<file path="config.mk">
export PLATFORM = sky130hd
export DESIGN_NAME = uart_rx_deframer
export DESIGN_NICKNAME = d
export VERILOG_FILES = /design/src/rtl/uart_rx_deframer.sv
export SDC_FILE = /design/constraint.sdc
export NUM_CORES = 1
export LEC_CHECK = 0
export ABC_AREA = 1
export CAP_MARGIN = 0
export CORE_UTILIZATION = 40
export DETAILED_ROUTE_END_ITERATION = 12
export PLACE_DENSITY = 0.63
export SLEW_MARGIN = 25
export SYNTH_ARGS = -nofsm -noshare
export SYNTH_HDL_FRONTEND = slang
export SYNTH_SLANG_ARGS = --single-unit
</file>
<file path="constraint.sdc">
create_clock -name clk -period 4 [get_ports clk]
set_input_delay 0.8 -clock clk [delete_from_list [all_inputs] [get_ports clk]]
set_output_delay 0.8 -clock clk [all_outputs]
set_load 0.01 [all_outputs]
</file>
<file path="src/rtl/uart_rx_deframer.sv">
// uart_rx_deframer
//   Turns the byte strobes of a UART receiver into framed packets. A frame is
//   SYNC_BYTE, LEN, LEN payload bytes, CSUM, and it is good when the XOR of LEN,
//   every payload byte and CSUM is zero. Good payloads are buffered and then
//   drained on a valid/ready byte stream; bad frames are dropped with a reason.
//
// Ports
//   clk       in   single clock, rising edge
//   rst       in   synchronous active-high reset
//   rx_done   in   byte-complete flag from the UART (may stay high many cycles)
//   rx_data   in   [7:0] received byte, valid while rx_done is high
//   m_data    out  [7:0] payload byte on the output stream
//   m_valid   out  output stream byte valid
//   m_last    out  final payload byte of the packet (qualified by m_valid)
//   m_ready   in   downstream accept
//   pkt_ok    out  one-cycle pulse: packet passed its checksum
//   pkt_err   out  one-cycle pulse: packet (or byte) dropped
//   err_code  out  [1:0] drop reason, held until the next pkt_err
//                  01 bad length, 10 bad checksum, 11 overrun during drain
//   busy      out  high whenever the deframer is not hunting for SYNC_BYTE
module uart_rx_deframer #(
    parameter logic [7:0]  SYNC_BYTE = 8'hA5,
    parameter int unsigned MAX_LEN   = 16
) (
    input  logic       clk,
    input  logic       rst,
    input  logic       rx_done,
    input  logic [7:0] rx_data,
    output logic [7:0] m_data,
    output logic       m_valid,
    output logic       m_last,
    input  logic       m_ready,
    output logic       pkt_ok,
    output logic       pkt_err,
    output logic [1:0] err_code,
    output logic       busy
);

    // Indices must be able to hold MAX_LEN itself; the buffer address only
    // needs enough bits to reach MAX_LEN-1.
    localparam int unsigned IdxW  = $clog2(MAX_LEN + 1);
    localparam int unsigned AddrW = (MAX_LEN > 1) ? $clog2(MAX_LEN) : 1;

    typedef enum logic [2:0] {
        StHunt,
        StLen,
        StPayload,
        StCsum,
        StSend
    } state_e;

    state_e state_q, state_d;

    logic            rx_done_q;
    logic            strobe;
    logic [7:0]      len_q;
    logic [7:0]      csum_q;
    logic [IdxW-1:0] wr_idx_q;
    logic [IdxW-1:0] rd_idx_q;
    logic [IdxW-1:0] last_idx;
    logic [7:0]      buffer [MAX_LEN];

    logic            len_bad;
    logic            csum_good;
    logic            ok_d;
    logic            err_d;
    logic [1:0]      code_d;

    // Rising edge of rx_done: one strobe per byte however long the flag stays high.
    assign strobe    = rx_done & ~rx_done_q;
    assign len_bad   = (rx_data == 8'h00) || (32'(rx_data) > MAX_LEN);
    assign csum_good = ((csum_q ^ rx_data) == 8'h00);
    assign last_idx  = IdxW'(len_q - 8'd1);

    // ------------------------------------------------------------------
    // FSM state register
    // ------------------------------------------------------------------
    always_ff @(posedge clk) begin
        if (rst) begin
            state_q <= StHunt;
        end else begin
            state_q <= state_d;
        end
    end

    // ------------------------------------------------------------------
    // FSM next-state logic
    // ------------------------------------------------------------------
    always_comb begin
        state_d = state_q;
        case (state_q)
            StHunt: begin
                if (strobe && (rx_data == SYNC_BYTE)) state_d = StLen;
            end
            StLen: begin
                if (strobe) state_d = len_bad ? StHunt : StPayload;
            end
            StPayload: begin
                // SYNC_BYTE here is ordinary payload; no resync mid-frame.
                if (strobe && (wr_idx_q == last_idx)) state_d = StCsum;
            end
            StCsum: begin
                if (strobe) state_d = csum_good ? StSend : StHunt;
            end
            StSend: begin
                if (m_ready && (rd_idx_q == last_idx)) state_d = StHunt;
            end
            default: state_d = StHunt;
        endcase
    end

    // ------------------------------------------------------------------
    // FSM outputs
    // ------------------------------------------------------------------
    always_comb begin
        busy    = (state_q != StHunt);
        m_valid = (state_q == StSend);
        m_data  = m_valid ? buffer[rd_idx_q[AddrW-1:0]] : 8'h00;
        m_last  = m_valid && (rd_idx_q == last_idx);
    end

    // Status pulse decode; registered below so pulses appear one cycle after
    // the strobe, aligned with the first m_valid of a good packet.
    always_comb begin
        ok_d   = 1'b0;
        err_d  = 1'b0;
        code_d = err_code;
        if (strobe) begin
            case (state_q)
                StLen: begin
                    if (len_bad) begin
                        err_d  = 1'b1;
                        code_d = 2'b01;
                    end
                end
                StCsum: begin
                    if (csum_good) begin
                        ok_d = 1'b1;
                    end else begin
                        err_d  = 1'b1;
                        code_d = 2'b10;
                    end
                end
                StSend: begin
                    // Byte arriving while draining is dropped; drain continues.
                    err_d  = 1'b1;
                    code_d = 2'b11;
                end
                default: ;
            endcase
        end
    end

    // ------------------------------------------------------------------
    // Datapath and status registers
    // ------------------------------------------------------------------
    always_ff @(posedge clk) begin
        if (rst) begin
            rx_done_q <= 1'b0;
            len_q     <= 8'h00;
            csum_q    <= 8'h00;
            wr_idx_q  <= '0;
            rd_idx_q  <= '0;
            pkt_ok    <= 1'b0;
            pkt_err   <= 1'b0;
            err_code  <= 2'b00;
        end else begin
            rx_done_q <= rx_done;
            pkt_ok    <= ok_d;
            pkt_err   <= err_d;
            if (err_d) err_code <= code_d;

            case (state_q)
                StLen: begin
                    if (strobe && !len_bad) begin
                        len_q    <= rx_data;
                        csum_q   <= rx_data;
                        wr_idx_q <= '0;
                    end
                end
                StPayload: begin
                    if (strobe) begin
                        csum_q   <= csum_q ^ rx_data;
                        wr_idx_q <= wr_idx_q + 1'b1;
                    end
                end
                StCsum: begin
                    if (strobe && csum_good) rd_idx_q <= '0;
                end
                StSend: begin
                    if (m_ready) rd_idx_q <= rd_idx_q + 1'b1;
                end
                default: ;
            endcase
        end
    end

    // Payload storage; contents are meaningless outside SEND so no reset.
    always_ff @(posedge clk) begin
        if ((state_q == StPayload) && strobe) begin
            buffer[wr_idx_q[AddrW-1:0]] <= rx_data;
        end
    end

endmodule

</file>
==> impl_metrics.toml, run 1 <==
[die]
row_count = 47
start_util = 0.415
core_area_um2 = 16800
die-area_um2 = 18000
die_h_um = 134
die_w_um = 134
io_pins = 27

[worst_setup_path]
critPathKind = "reg2out"
required_ps = 3200
reg2regPathDepth = 4
worstSetupEndpointType = "output port"
critPathLaunchType = "register"
r2r-end = "buffer[14][1]"
rr_startpoint = "state_q[1]"
cp_max_fo = 32
reg2reg_slack_ps = 1590
critPathArrivalTime_ps = 2840

[clock_tree]
clock_path_buffers = 2
clock_latency_ps = 430
cts_setup_buffers = 0
h-tree-depth = 4
cts_buffers = 17
root_buffer = "clkbuf_16"
cts_tree = "yes"
clk_pin_slew_ps = 70
cts.sinks = 163
postCtsResizedCells = 0
cts_hold_buf = 0

[routing]
antenna_left = 0
drt_iter0_markers = 496
drt_first_pass_iters = 8
drc = 0
wire_per_inst_um = 19.0
via_count = 5082
wl_mm = 17.3
viasPerCell = 5.57

[sta]
slew_headroom = 0.352
fmaxAchievable_mhz = 275
finalHoldViolations = 0
rsz0062_at_grt = "false"
drv_slew = 0
setup_viol = 0
period_share = 0.910
fin_skew_ps = 8.79
final.setup.tns_ps = 0
min_period_ps = 3640
worstMarginPinSlew_ps = 968

[place]
dp_hpwl_mm = 11.1
port_buffers = 26
gp_congestion = 0.828

[finish]
area_delta_synth_final_pct = 17.1
antennaDiodeCount = 0
final-seq-area_um2 = 4550
multiInputGateArea_um2 = 2170
final_common_cell = "edfxtp_1"
post-route-util = 0.486
layout_common_cells = "128 x edfxtp_1, 116 x nor2_1, 78 x o21ai_0"
fillers = 1524
final_nets = 697
drive_gt1_frac = 0.107

[power]
leakagePower_nw = 2.72
ir_worst_vdd_uv = 305
p_int_mw = 2.91
p_switching_mw = 0.764
seqPwrFrac = 0.496
pwr-share-comb = 0.020
pwr-share-clk = 0.484
swShare = 0.208
power-per-cell-area_nw_per_um2 = 449

[global_routing]
grt_pass1_vias = 4921
antenna_found_initial = 0
grt_pass1_wl_mm = 27.2
grt_max_degree = 65
groute.usage.overall = 0.202
grt_overflow_total = 0

[yosys]
ys_warn_count = 0
syn_area_um2 = 6980
ys_seq_elements = 163
syn_area_per_cell_um2 = 10.8
synth_ff_type = "edfxtp_1"
synth_edf_count = 128
synth_nets = 662
yosysSeqAreaShare = 0.651
synth_cells = 644
yosysUniqueCellTypes = 34
synth-async-reset-ratio = 0

[worst_hold_path]
holdPathStages = 2
hp-class = "reg2reg"
min_from = "err_code[1]"
min_to = "err_code[1]"

[status]
outcome = "completed"

[run]
cap_violations = 0
[metal layers]
layer / vias to the layer above / routed length [µm] / global-route usage / share of wire
li1: 2393 / - / - / -
met1: 2503 / 7980 / 0.278 / 0.46
met2: 162 / 8170 / 0.322 / 0.47
met3: 24 / 855 / 0.0404 / 0.049
met4: 0 / 278 / 0.0612 / 0.016
met5: - / 0 / 0 / 0
[per-stage QoR]
step | power [mW] | worst slack, ps | area, µm² | hold slack (ps) | instances
after CTS | 3.68 | 347 | 8180 | 461 | 912
after global routing | 3.75 | 200 | 8180 | 480 | 912
after global placement | 1.93 | 834 | 7540 | 437 | 880
after detailed placement | 1.93 | 793 | 7540 | 442 | 880
final | 3.68 | 359 | 8180 | 459 | 912
after floorplan | 1.88 | 1890 | 6980 | 449 | 644
[power groups by stage]
stage | clock network [mW] | registers (mW) | logic (mW)
floorplan | 0 | 1.86 | 0.0204
global placement | 0 | 1.86 | 0.0726
detailed placement | 0 | 1.86 | 0.0738
CTS | 1.78 | 1.82 | 0.0743
global route | 1.85 | 1.82 | 0.0808
finish | 1.78 | 1.82 | 0.0753
[worst max-delay path by stage]
stage | to | slack, ps | depth (start not counted)
CTS | m_data[0] | 350 | 6
floorplan | buffer[11][0] | 1890 | 4
global route | m_data[1] | 200 | 6
detailed placement | buffer[4][6] | 790 | 5
finish | m_data[0] | 360 | 6
global placement | buffer[4][6] | 830 | 5
[cells in the mapped netlist, types with 9 or more instances]
cell type,count,share of area
edfxtp_1,128,0.55
nor2_1,116,0.062
o21ai_0,78,0.056
nand2_1,62,0.033
dfxtp_1,35,0.10
nand3_1,31,0.022
inv_1,28,0.015
a21oi_1,26,0.019
o221ai_1,23,0.029
clkbuf_1,17,0.0091
o21ai_1,13,0.0093
nand4_1,12,0.011
buf_2,11,0.0079
o211ai_1,9,0.0097
o22ai_1,9,0.0081
xnor2_1,9,0.011
[state kept, by name, indices dropped and copies added, names as in the netlist, named ones only]
name       count
rd_idx_q       5
len_q          5
csum_q         8
buffer       128
err_code       2
pkt_ok         1
state_q        3
rx_done_q      1
wr_idx_q       5
pkt_err        1
[critical path, stage by stage (launching register included)]
cell	delay, ps
dfxtp_1	490
inv_2	490
o21ai_0	190
o221ai_1	210
o211ai_1	180
a21oi_1	270
clkdlybuf4s50_1	580
[logic make-up after synthesis]
logic type / synth area share
compound gates: 0.138
xor+xnor: 0.0150
fa+ha+maj: 0.0107
buf+inv: 0.0380
flops: 0.651
simple gates: 0.147
[final cells by class]
class / count / share of cell area
repair buffers: 44 / 0.0483
clock inverters: 15 / 0.0268
inverters: 37 / 0.0179
clock buffers: 17 / 0.0520
well taps: 220 / 0.0336
multi-input cells: 416 / 0.266
flip-flops and latches: 163 / 0.556
No activity file was read; power rests on OpenSTA's default activity.
==> inputs of run 2 (changes only) <==
--- a/config.mk
+++ b/config.mk
@@ -9,7 +9,8 @@
 export CAP_MARGIN = 0
 export CORE_UTILIZATION = 40
 export DETAILED_ROUTE_END_ITERATION = 12
-export PLACE_DENSITY = 0.63
+export MAX_ROUTING_LAYER = met4
+export PLACE_DENSITY = 0.6
 export SLEW_MARGIN = 25
 export SYNTH_ARGS = -nofsm -noshare
 export SYNTH_HDL_FRONTEND = slang
==> constraint.sdc (replaced) <==
create_clock -name clk -period 4.47 [get_ports clk]
set_input_delay 0.894 -clock clk [delete_from_list [all_inputs] [get_ports clk]]
set_output_delay 0.894 -clock clk [all_outputs]
set_load 0.01 [all_outputs]
==> run 2 against run 1 <==
  * Clock power fell by 19%
  * Critical path depth did not move
  * Register-to-register slack better by 430 ps
  * Utilization decreased by 0.66 points
  * Global-route usage rose by 1.3 points
  * Die area unchanged
  * Sequential power decreased by 10%
  * Total power down 15%
  * Hold slack got worse by 7.1 ps
  * Setup slack improved by 430 ps
  * Non-clock buffer count fell by 8
  * Clock skew is essentially flat
  * Largest power group unchanged
==> impl_metrics.toml, run 2 (same netlist as run 1, synthesis figures left out) <==
[sta]
fmaxAchievable_mhz = 272
final.setup.tns_ps = 0
fin_skew_ps = 8.97
finalHoldViolations = 0
rsz0062_at_grt = "false"
worstMarginPinSlew_ps = 952
drv_slew = 0
setup_slack_ps = 792
min_period_ps = 3680
period_share = 0.823
slew_headroom = 0.363
setup_viol = 0

[finish]
area_delta_synth_final_pct = 15.5
drive_gt1_frac = 0.0936
final_area_um2 = 8070
final_nets = 689
multiInputGateArea_um2 = 2170
final_common_cell = "edfxtp_1"
layout_common_cells = "128 x edfxtp_1, 116 x nor2_1, 78 x o21ai_0"
fillers = 1527
largest_register_ffs = 128
antennaDiodeCount = 0
final-seq-area_um2 = 4550

[worst_setup_path]
critPathLaunchType = "register"
cp_max_fo = 64
worstSetupEndpointType = "output port"
rr_startpoint = "state_q[1]"
cp_cell_sequence = "buf_4 > o21ai_0 > o221ai_1 > nand3_1 > a21oi_1 > clkdlybuf4s50_1"
critPathKind = "reg2out"
required_ps = 3580
slowest_delay_ps = 560
critPathArrivalTime_ps = 2780
cp_slowest_cell = "clkdlybuf4s50_1"

[clock_tree]
h-tree-depth = 4
clock_path_buffers = 2
cts_buffers = 17
cts_hold_buf = 0
postCtsResizedCells = 0
cts_tree = "yes"
root_buffer = "clkbuf_16"
clk_pin_slew_ps = 60
clock_latency_ps = 430
cts_setup_buffers = 0
cts.sinks = 163

[global_routing]
grt_pass1_vias = 4909
grt_pass1_wl_mm = 27.8
groute.usage.overall = 0.215
antenna_found_initial = 0
grt_max_degree = 65
grt_overflow_total = 0

[routing]
viasPerCell = 5.59
antenna_left = 0
drt_first_pass_iters = 5
via_count = 5052
drt_iter0_markers = 506
drc = 0
wire_per_inst_um = 19.4
wl_mm = 17.5

[worst_hold_path]
min_from = "err_code[0]"
hp-class = "reg2reg"

[die]
core_area_um2 = 16800
die_w_um = 134
die_h_um = 134
start_util = 0.415
die-area_um2 = 18000
row_count = 47
io_pins = 27

[place]
dp_hpwl_mm = 11.2
preCtsSetupSlack_ps = 1050
port_buffers = 26
gp_congestion = 0.906
dpl_cell_area_um2 = 7490

[power]
ir_worst_vdd_uv = 263
power-per-cell-area_nw_per_um2 = 389
leakagePower_nw = 2.66

[status]
outcome = "completed"

[run]
cap_violations = 0
[run 2: cell count changes in the layout (fill, tap and decap cells not counted), sizes merged]
cell | previous run | this run
buf | 18 | 10
clkinvlp | 3 | 2
inv | 41 | 40
clkbuf | 17 | 18
clkinv | 4 | 7
bufinv | 4 | 2
[run 2: final cells by class]
| cell class | instances | area share |
|---|---|---|
| Timing Repair Buffer | 36 | 0.0431 |
| Clock buffer | 18 | 0.0532 |
| Sequential cell | 163 | 0.563 |
| Tap cell | 220 | 0.0341 |
| Multi-Input combinational cell | 416 | 0.269 |
| Inverter | 37 | 0.0181 |
| Clock inverter | 14 | 0.0188 |
[run 2: worst paths after layout]
check | end | slack (ps) | cells after the start
max | m_data[1] | 790 | 6
min | err_code[0] | 450 | 2
max reg2reg | buffer[8][6] | 2020 | 4
min reg2reg | err_code[0] | 450 | 2
[run 2: layer usage]
layer,vias up,global-route usage,share of wire
li1,2379,-,-
met4,0,0.0712,0.017
met3,24,0.0420,0.056
met1,2446,0.277,0.45
met2,203,0.341,0.48
met5,-,-,0
[run 2: worst max-delay path, delay by kind of cell (launching register included)]
family	cells	cell delay, ps
flops	1	340
buf+inv	2	1050
simple gates	1	110
compound gates	3	800
[run 2: report_power, final]
group / internal [mW] / switching (mW) / total [mW] / leakage, nW
registers: 1.63 / 0.000246 / 1.63 / 1.43
clock network: 0.830 / 0.613 / 1.44 / 0.282
logic: 0.0197 / 0.0460 / 0.0657 / 0.946
total: 2.48 / 0.659 / 3.14 / 2.66
[run 2: metrics by stage]
step	std cells	hold slack, ps	power [mW]	util
2_1_floorplan	644	449	1.68	-
3_3_place_gp	872	439	1.73	0.445
3_5_place_dp	872	437	1.73	0.445
4_1_cts	904	452	3.15	0.480
5_1_grt	904	481	3.22	0.480
6_report	904	452	3.14	0.480
